File: src/rtl/controle_mapa.sv
// Map-selection controller: debounced-edge buttons step a 2-bit map index, confirm locks it until game_over.
// Optional MAP_AUTOSCROLL_EN adds an idle auto-advance after AUTO_DIV quiet cycles.
module controle_mapa #(
    parameter int MAP_COUNT = 4,
    parameter int BLINK_DIV = 25_000_000,
    parameter int AUTO_DIV  = 100_000_000
) (
    input  logic       clk,
    input  logic       rst_n,
    input  logic       btn_next,
    input  logic       btn_prev,
    input  logic       btn_confirm,
    input  logic       game_over,
    output logic [1:0] sel,
    output logic       locked,
    output logic       start,
    output logic       preview_blink
);

    localparam int              CW            = $clog2(BLINK_DIV);
    localparam logic [1:0]      LP_LAST       = 2'(MAP_COUNT - 1);
    localparam logic [CW-1:0]   LP_BLINK_LAST = CW'(BLINK_DIV - 1);

    if (MAP_COUNT < 2 || MAP_COUNT > 4 || BLINK_DIV < 2 || AUTO_DIV < 2) begin : g_bad_param
        $error("controle_mapa: illegal parameter value");
    end

    typedef enum logic {
        ST_SELECT,
        ST_LOCKED
    } state_t;

    state_t          r_state;
    logic [1:0]      r_sel;
    logic            r_locked;
    logic            r_start;
    logic            r_blink;
    logic [CW-1:0]   r_cnt;

    // Bit order in every button vector: {confirm, prev, next}
    logic [2:0]      w_btn;
    logic [2:0]      r_s1;
    logic [2:0]      r_s2;
    logic [2:0]      r_s3;
    logic [2:0]      r_ev;

    logic            w_ev_next;
    logic            w_ev_prev;
    logic            w_ev_conf;
    logic            w_auto;
    logic            w_step_fwd;
    logic            w_step_back;
    logic            w_restart;

    assign w_btn = {btn_confirm, btn_prev, btn_next};

    // Registering the edge pulse puts the sel/locked update three edges after first sample.
    always_ff @(posedge clk or negedge rst_n) begin
        if (!rst_n) begin
            r_s1 <= '0;
            r_s2 <= '0;
            r_s3 <= '0;
            r_ev <= '0;
        end else begin
            r_s1 <= w_btn;
            r_s2 <= r_s1;
            r_s3 <= r_s2;
            r_ev <= r_s2 & ~r_s3;
        end
    end

    assign w_ev_next = r_ev[0];
    assign w_ev_prev = r_ev[1];
    assign w_ev_conf = r_ev[2];

`ifdef MAP_AUTOSCROLL_EN
    localparam int            AW           = $clog2(AUTO_DIV);
    localparam logic [AW-1:0] LP_AUTO_LAST = AW'(AUTO_DIV - 1);

    logic [AW-1:0] r_idle;

    assign w_auto = (r_state == ST_SELECT) && !(|r_ev) && (r_idle == LP_AUTO_LAST);

    always_ff @(posedge clk or negedge rst_n) begin
        if (!rst_n) begin
            r_idle <= '0;
        end else if (r_state != ST_SELECT || |r_ev || w_auto) begin
            r_idle <= '0;
        end else begin
            r_idle <= r_idle + AW'(1);
        end
    end
`else
    assign w_auto = 1'b0;
`endif

    assign w_step_fwd  = (w_ev_next & ~w_ev_prev) | w_auto;
    assign w_step_back = w_ev_prev & ~w_ev_next;
    assign w_restart   = w_ev_next | w_ev_prev | w_auto;

    always_ff @(posedge clk or negedge rst_n) begin
        if (!rst_n) begin
            r_state  <= ST_SELECT;
            r_sel    <= '0;
            r_locked <= 1'b0;
            r_start  <= 1'b0;
            r_blink  <= 1'b1;
            r_cnt    <= '0;
        end else begin
            r_start <= 1'b0;
            case (r_state)
                ST_SELECT: begin
                    if (w_ev_conf) begin
                        r_state  <= ST_LOCKED;
                        r_locked <= 1'b1;
                        r_start  <= 1'b1;
                        r_cnt    <= '0;
                        r_blink  <= 1'b1;
                    end else begin
                        // Explicit wrap compare so MAP_COUNT < 4 never reaches unused indices
                        if (w_step_fwd) begin
                            r_sel <= (r_sel == LP_LAST) ? 2'd0 : r_sel + 2'd1;
                        end else if (w_step_back) begin
                            r_sel <= (r_sel == 2'd0) ? LP_LAST : r_sel - 2'd1;
                        end
                        if (w_restart) begin
                            r_cnt   <= '0;
                            r_blink <= 1'b1;
                        end else if (r_cnt == LP_BLINK_LAST) begin
                            r_cnt   <= '0;
                            r_blink <= ~r_blink;
                        end else begin
                            r_cnt <= r_cnt + CW'(1);
                        end
                    end
                end
                ST_LOCKED: begin
                    r_cnt   <= '0;
                    r_blink <= 1'b1;
                    if (game_over) begin
                        r_state  <= ST_SELECT;
                        r_locked <= 1'b0;
                    end
                end
                default: r_state <= ST_SELECT;
            endcase
        end
    end

    assign sel           = r_sel;
    assign locked        = r_locked;
    assign start         = r_start;
    assign preview_blink = r_blink;

endmodule

File: config.mk
export PLATFORM = sky130hd
export DESIGN_NAME = controle_mapa
export DESIGN_NICKNAME = d
export VERILOG_FILES = /design/src/rtl/controle_mapa.sv
export SDC_FILE = /design/constraint.sdc
export NUM_CORES = 1
export LEC_CHECK = 0
export CORE_MARGIN = 2
export CORE_UTILIZATION = 35
export CTS_CLUSTER_SIZE = 20
export DETAILED_ROUTE_END_ITERATION = 10
export SETUP_SLACK_MARGIN = 0.1
export SYNTH_ARGS = -nofsm -noshare
export SYNTH_HDL_FRONTEND = slang
export SYNTH_SLANG_ARGS = --single-unit
File: constraint.sdc
create_clock -name clk -period 4.2 [get_ports clk]
set_input_delay 0.84 -clock clk [delete_from_list [all_inputs] [get_ports clk]]
set_output_delay 0.84 -clock clk [all_outputs]
set_load 0.01 [all_outputs]
Word-level counts from Yosys, hierarchy flattened
Cells that the tools add are included.
- bits in read-only memories: 0
- bits in latches: 0
- RAM bits: 0
- input port bits: 6
- bits in registers: 43
- memories kept: 0
- bitwise gates (word level): 10
- multipliers: 0
- reduce and logical (&&, ||, !) cells: 4
- divide/modulo/power cells: 0
- magnitude comparators: 0
- mux-type cells: 19
- equal/unequal tests: 5
- add/subtract/negate cells: 3
- shift operators: 0
- operators by type and width (operator ; count):
    25-bit 2-to-1 mux ; 3
    25-bit one-hot mux with 2 select lines ; 1
    25-bit by 1-bit adder with 25-bit output, second input constant ; 1
    25-bit equality test, second input constant ; 1
    1-bit 2-to-1 mux ; 8
    2-bit 2-to-1 mux ; 4
    1-bit one-hot mux with 2 select lines ; 3
    1-bit NOT ; 5
    2-bit != test, second input constant ; 2
    4-bit != test, second input constant ; 1
    3-bit AND ; 1
    3-bit NOT ; 1
    3-bit AND reduction ; 1
    2-bit by 1-bit adder with 2-bit output, second input constant ; 1
    1-bit AND ; 2
    2-bit equality test, second input constant ; 1
    2-bit zero test ; 1
    2-bit AND reduction ; 1
    2-bit nonzero test ; 1
    2-bit by 1-bit subtractor with 2-bit output, second input constant ; 1
    1-bit OR ; 1

Depth between registers and ports, before layout
- word-level depth: 5
- gate-level depth with buffers: 6
- mapped depth without buffers: 6

Worst setup path before layout
OpenSTA, ideal clock, no wires.
- path type: register to register
- start: reg r_cnt[9]
- end: reg r_cnt[20]
- data arrival time: 1.872 ns
- setup time: 0.130 ns
- period minus slack after synthesis: 2.002 ns
- cell stages (with the launch flop): 6
- setup slack: 2.198 ns
- cells stage by stage: dfrtp_1 > or4_1 > or4_4 > o21ai_4 > buf_6 > a21oi_1
- longest elaborated chain between the ends: 5
- RTL lines (what ; line ; RTL):
    start, declared ; 38 ; logic [CW-1:0] r_cnt;
    start signal, assigned ; 133 ; r_cnt <= r_cnt + CW'(1);
    25-bit by 1-bit adder with 25-bit output or 25-bit equality test (tied branches) ; 133, 129 ;
    25-bit 2-to-1 mux (*) ; 129 ; end else if (r_cnt == LP_BLINK_LAST) begin
    25-bit 2-to-1 mux (*) ; 126 ; if (w_restart) begin
    25-bit 2-to-1 mux (*) ; 113 ; if (w_ev_conf) begin
    25-bit one-hot mux with 2 select lines (*) ; 111 ; case (r_state)
Every way passes the cells marked *; elsewhere a longest branch is shown, timed or not.
A chain may end at the register's enable or synchronous reset.

Final worst setup path
- start: reg r_cnt[9]
- end: reg r_cnt[15]
Same word-level chain as after synthesis.

==> results.md <==
Outcome:
- The flow ran to the end, and the final reports show no timing, DRC or antenna violations.

Clocking:
- The number of buffers created by CTS is 5.
- Clock tree synthesis selected as its root buffer the cell clkbuf_8.
- The clock passes through at most 2 buffers.
- Once the clock tree was built, the setup fixing pass inserted 0 buffers.
- In this run, post-CTS hold repair placed 0 buffers.
- The clock drives 43 sinks.
- The clock tree from TritonCTS is done.
- The number of gates resized after CTS is 0.
- Clock-pin slew was measured on the worst setup and hold paths at 0.08 ns.
- The clock tree synthesis step divided the H-tree into 2 levels.
- The worst-skew pair later-pin latency is 0.30 ns.

Placement:
- The half-perimeter wire length after detailed placement is 2230 µm.
- After detailed placement, the design holds a cell count of 259.
- Routability-driven placement finished with a final weighted congestion of 0.766.
- The number of buffers added on ports is 10.

Worst setup path:
- The cell class contributing the biggest share of worst-path delay is simple AND/OR/NAND/NOR gates.
- The signal on the critical path passes through or4_1, or4_4, o21ai_4, nor2_1.
- The largest stage delay on the critical path is 0.58 ns.
- The arrival time reported for the critical path endpoint is 2.54 ns.
- The largest individual stage delay along the critical path comes from the cell o21ai_4.
- The required time of the worst setup path is 4.36 ns.
- The nature of the critical path endpoint is a flip-flop.
- The type of the worst setup path is reg2reg.
- The sort of element at the start of the critical path is a flip-flop.
- In this run the worst path has a maximum fanout of 25.
- The critical path buffer and inverter count is 0.

Route:
- Wires add up to 3340 µm.
- For this block, the via count after detailed routing is 1359.
- The count of TritonRoute iterations in the first routing pass is 5.
- In this run the remaining antenna-violating nets after routing total 0.
- Dividing the detail-routed via count by the number of cells gives 5.09.
- In the routed design, unresolved DRC markers number 0.
- After detailed routing, the average wire length per cell comes to 12.5 µm.
- The initial DRC count is 81.

Global routing:
- For this run, the total global-route usage over all layers was measured as 0.128.
- The via count of the first global-routing pass is 1279.
- The met1 global-route usage is 0.180.
- The leftover overflow at the end of global routing is 0.
- Entering global routing, the biggest net connects 44 pins.
- The most used routing layer in global routing is met2.
- The number of antenna violations at the first check in global routing is 0.
- The first global-routing pass estimated 6070 µm of wire.
- The global-route met3 utilization is 0.0414.
- The global routing usage on met2 is 0.183.

Pwr:
- Overall power consumption after layout is estimated at 0.834 mW.
- The leakage power figure is 0.852 nW.
- Across the VDD grid, the largest voltage drop is 0.219 mV.
- The ratio of total power to cell area is 384 mW/mm².

Die:
- During I/O placement, the number of pins put on the boundary was 11.
- From left edge to right edge, the die measures 78.3 µm.
- The area of the die is 0.00613 mm².
- The core area is 0.00541 mm².
- From bottom edge to top edge, the die measures 78.3 µm.
- Row generation in the floorplan step produced 27 rows.
- The effective utilization at floorplan is 0.357.

Timing:
- Setup repair after global routing left no endpoint under its margin.
- The largest clock skew in the final design is 0.00453 ns.
- The number of hold violations in the final report is 0.
- The maximum clock frequency is 420 MHz.
- The relative slew slack is 0.382.
- Setup violations remaining at the end of the flow were counted as 0.
- The final max-slew violation count was 0.
- The post-route fraction of the period consumed by the critical path is 0.568.
- Setup total negative slack on the finished layout was measured at 0 ns.
- For the pin with the worst max-slew slack, the measured transition is 0.927 ns.
- The time the final worst path needs with I/O delays and setup is 2.38 ns.

Yosys:
- The synthesized design contains 43 register bits.
- For this run, the number of Yosys warnings is 0.
- The post-synthesis instance total is 182.
- Yosys attributes the largest share of cell area to dfrtp_1 (54%), nor2_1 (4.1%), xor2_1 (3.6%), ha_1 (3.2%), xnor2_1 (3.2%).
- The total nets after synthesis is 193.
- The share of synthesized area in the top cell type comes to 0.544.
- The share of the Yosys chip area taken by registers is 0.558.
- The combined area of all synthesized cells is 0.00193 mm².
- The unique cell type count in the Yosys netlist is 28.
- The most common cell in the synthesized netlist is dfrtp_1.
- The cell accounting for the most synthesized area is dfrtp_1.
- After synthesis, the most frequently instantiated cells are dfrtp_1 (42), nor2_1 (21), a21oi_1 (12).
- Of all flip-flops after synthesis, the portion carrying an async set or reset was 1.00.
- In the synthesized netlist the dominant register cell turns out to be dfrtp_1.
- The post-synthesis average cell area is 10.6 µm².
- The number of flops mapped to enable cells by yosys is 0.

Cells and area:
- The number of diodes is 0.
- The fraction of layout instances using a drive strength above 1 is 0.0667.
- The signed area change from the synthesized netlist to the final layout is 12.4%.
- The filler cell count in the final layout is 530.
- For this run, the post-layout net count is 205.
- After the flow finishes, the layout carries non-filler instances totaling 267.

Flow run:
- The total of max-cap violations is 0.

Worst hold path:
- The tightest min-delay check is of the reg2reg type.
==> routing by layer <==
metal	vias up	wire, µm
met5	-	0
met4	0	68
met3	5	111
met2	18	1550
met1	672	1610
li1	664	-
==> metrics by stage <==
stage | instance area (µm²) | util | worst slack, ns | hold slack [ns]
after floorplan | 1930 | - | 2.20 | 0.331
after global placement | 2080 | 0.385 | 1.89 | 0.332
after detailed placement | 2080 | 0.385 | 1.81 | 0.335
after CTS | 2170 | 0.402 | 1.81 | 0.355
after global routing | 2170 | 0.402 | 1.73 | 0.367
final | 2170 | 0.402 | 1.82 | 0.353
==> cells by family (layout without fill, tap and decap cells) <==
group           Yosys count  count (layout)  share of synthesized area
compound gates           26              26                     0.0829
xor+xnor                 15              15                     0.0680
fa+ha+maj                 5               5                     0.0324
buf+inv                  12              25                     0.0311
flops                    43              43                      0.558
simple gates             81              81                      0.228
==> registers in the layout (all words and copies together), names as in the netlist <==
signal / count
locked: 1
preview_blink: 1
r_cnt: 25
r_ev: 3
r_s1: 3
r_s2: 3
r_s3: 3
r_state: 1
sel: 2
start: 1
==> where the power goes <==
part | switching, mW | internal, mW
clock network | 0.146 | 0.116
registers | 0.0229 | 0.438
logic | 0.0578 | 0.0531
==> final timing paths <==
kind,start,to,slack (ns),depth (start not counted)
min in group asynchronous,rst_n,r_s1[1]$_DFF_PN0_,0.67,1
worst max register to register,r_cnt[9]$_DFF_PN0_,r_cnt[15]$_DFF_PN0_,1.82,4
worst max-delay path,r_cnt[9]$_DFF_PN0_,r_cnt[15]$_DFF_PN0_,1.82,4
worst min register to register,r_s1[2]$_DFF_PN0_,r_s2[2]$_DFF_PN0_,0.35,0
max in group asynchronous,rst_n,r_cnt[19]$_DFF_PN0_,2.95,1
worst min-delay path,r_s1[2]$_DFF_PN0_,r_s2[2]$_DFF_PN0_,0.35,0
==> placed cells by master (no fill, tap or decap), types with 2 or more instances in the layout <==
cell type and instances:
dfrtp_1 42, inv_1 7, clkdlybuf4s50_1 9, nand2_1 11, xor2_1 8, o21ai_0 5, nand3_1 10, or4_1 8
or3_1 3, a21oi_1 12, nor2b_1 4, nor3_1 2, o31ai_1 7, nand4_1 7, nor4_1 3, and4_1 3
clkinvlp_4 2, and3_1 2, clkbuf_8 5, nor2_1 21, and2_1 4, ha_1 5, xnor2_1 7
==> area by class of cell <==
cell class	count	area, µm²	share of cell area
repair buffers	10	95.1	0.0438
clock buffers	5	68.8	0.0317
flip-flops and latches	43	1080	0.496
multi-input cells	127	795	0.366
inverters	7	26.3	0.0121
well taps	72	90.1	0.0415
clock inverters	3	20.0	0.00922
Note: power is estimated with default switching activity, not from simulation.
==> edit (config.mk and constraints unchanged) <==
Add an input register stage for `btn_next`, `btn_prev`, `btn_confirm` and `game_over`, without a reset; this delays them by one clock.
--- a/src/rtl/controle_mapa.sv
+++ b/src/rtl/controle_mapa.sv
@@ -22,2 +22,14 @@
     localparam logic [CW-1:0]   LP_BLINK_LAST = CW'(BLINK_DIV - 1);
+
+    logic btn_next_q;
+    logic btn_prev_q;
+    logic btn_confirm_q;
+    logic game_over_q;
+
+    always_ff @(posedge clk) begin
+        btn_next_q    <= btn_next;
+        btn_prev_q    <= btn_prev;
+        btn_confirm_q <= btn_confirm;
+        game_over_q   <= game_over;
+    end
 
@@ -54,3 +66,3 @@
 
-    assign w_btn = {btn_confirm, btn_prev, btn_next};
+    assign w_btn = {btn_confirm_q, btn_prev_q, btn_next_q};
 
@@ -139,3 +151,3 @@
                     r_blink <= 1'b1;
-                    if (game_over) begin
+                    if (game_over_q) begin
                         r_state  <= ST_SELECT;
Function: changed (Yosys sat finds a counterexample within 10 cycles, from zero or initial values and one cycle with rst_n low).
==> edit against the original RTL <==
Non-clock buffer count unchanged; design area up 3.8%; maximum frequency up 0.49%; via count down 0.22%; synthesized cell count up 2.2%; wire length down 2.5%; die area up 3.9%; clock skew up 0.0012 ns; sequential cell count up 4; setup slack better by 0.012 ns; area after synthesis up 4.1%; power up 5.9%; clock power up 3%; critical path type unchanged.
==> edit: results (changes against the original RTL) <==
The final worst setup slack is 1.83 ns (+0.0115 ns). The first-pass GRT wire length is 5910 µm (-2.5%). The compound-cell area share of the yosys netlist came out at 0.0796 (-0.00330). The adder-cell share of the synthesized area came to 0.0311 (-0.00129). The run finished with clean final reports. The flip-flop count of the largest register, all copies and words added came to 25 (unchanged). The slew at the pin closest to its max-slew limit is 0.924 ns (-0.00330 ns). The number of nets in the layout was 209 (+2.0%). The via count of the first global-routing pass came out at 1347 (+5.3%). The number of buffers added to fix hold violations after cts is 0 (unchanged).

The fraction of registers with async set/reset is 0.915 (-0.0851). Among all stages on the critical path, the largest delay is contributed by sky130_fd_sc_hd__o21ai_4. The net count after synthesis is 197 (+2.1%).

The arrival time of the worst setup path is 2.53 ns (about the same). The post-detailed-route DRC marker count is 0 (unchanged). The minimum setup slack after placement is 1.83 ns (+0.0190 ns). The post-route worst hold slack came out at 0.330 ns (-0.0229 ns).

The HPWL reported at the end of detailed placement came to 2260 µm (+1.2%). Ranked by total cell area, the synthesized netlist is headed by sky130_fd_sc_hd__dfrtp_1 52%, sky130_fd_sc_hd__dfxtp_1 4.0%, sky130_fd_sc_hd__nor2_1 3.9%. The count of warnings emitted by yosys came out at 0 (unchanged). The worst setup path startpoint is r_cnt[9]$_DFF_PN0_. The launch instance of the worst min-delay path is btn_prev_q$_DFF_P_. The leakage power figure came out at 0.000894 µW (+4.9%). The detail-routed net length per standard cell is 12.0 µm (-4.0%). The count of different cell masters after synthesis came out at 29 (+3.6%).

The number of detailed-route iterations in the first pass is 4 (-1). The register clock-pin slew on the reported worst setup and hold paths is 0.08 ns (about the same). The routed via count came out at 1356 (-0.22%). The number of H-tree levels came to 2 (unchanged).

The total cell area at the placement stage was 0.00216 mm² (+3.8%). The count of cells resized by post-cts repair was 0 (unchanged). The total CTS buffers came out at 5 (unchanged). The worst vdd rail ir drop is 206 µV (-6.1%). The largest stage delay on the critical path came out at 0.58 ns (about the same). The xor and xnor area share after synthesis came to 0.0653 (-0.00271).

The violation count after the first detailed-route iteration came to 45 (-44%). The total routing usage reported by global routing is 0.120 (-0.00859). The gate family responsible for the most delay along the worst path is simple AND/OR/NAND/NOR gates.

The portion of netlist area occupied by mux cells came to 0 (unchanged). The share of final-layout standard cells stronger than drive strength 1 is 0.0653 (-0.00134). The sequential fraction of the synthesis area came out at 0.575 (+0.0176). The main flop type after synthesis is sky130_fd_sc_hd__dfrtp_1.

In this run the critical register-to-register path is captured at r_cnt[13]$_DFF_PN0_. The clock latency at the later pin of the worst-skew pair came out at 0.30 ns (about the same). The worst clock skew on the final layout came out at 0.00569 ns (+0.00116 ns). The worst hold path terminates at r_s1[1]$_DFF_PN0_. The placer congestion estimate came out at 0.751 (-2.0%).
edit: changes by cell type in the layout (fill, tap and decap cells not counted), sizes merged:
cell      unedited run  this run
clkinv               1         2
clkinvlp             2         0
inv                  7         8
dfxtp                0         4
edit: final cells by class:
cell class	instances	area (µm²)
Clock buffer	5	68.8
Clock inverter	3	22.5
Fill cell	562	3290
Inverter	7	26.3
Multi-Input combinational cell	127	795
Sequential cell	47	1160
Tap cell	72	90.1
Timing Repair Buffer	10	95.1
edit: metrics by stage:
| step | cells | total power, µW |
|---|---|---|
| after CTS | 271 | 904 |
| after global routing | 271 | 943 |
| final | 271 | 883 |
| after floorplan | 186 | 575 |
| after global placement | 263 | 620 |
| after detailed placement | 263 | 628 |
edit: power by group:
part,internal (µW),leakage (µW),switching (µW)
combinational,53.5,0.000249,59.2
sequential,478,0.000597,23.1
clock,119,0.0000485,150
total,651,0.000894,232
edit: worst reg2reg max path, stage by stage (launching register included):
cell and delay [ns]:
sky130_fd_sc_hd__dfrtp_1 0.43, sky130_fd_sc_hd__or4_1 0.54, sky130_fd_sc_hd__or4_4 0.56, sky130_fd_sc_hd__o21ai_4 0.58, sky130_fd_sc_hd__nor2_1 0.12
edit: logic make-up after synthesis:
| group | count (synthesis) |
|---|---|
| adders and majority gates | 5 |
| AOI/OAI and AO/OA | 26 |
| buffers and inverters | 12 |
| and+or+nand+nor | 81 |
| DFF | 47 |
| xor gates and xnor gates | 15 |
edit: routing by layer:
layer  track usage  part of all wire
met1         0.146              0.46
met2         0.197              0.49
met3        0.0305             0.028
met4        0.0576             0.022
met5             0                 0
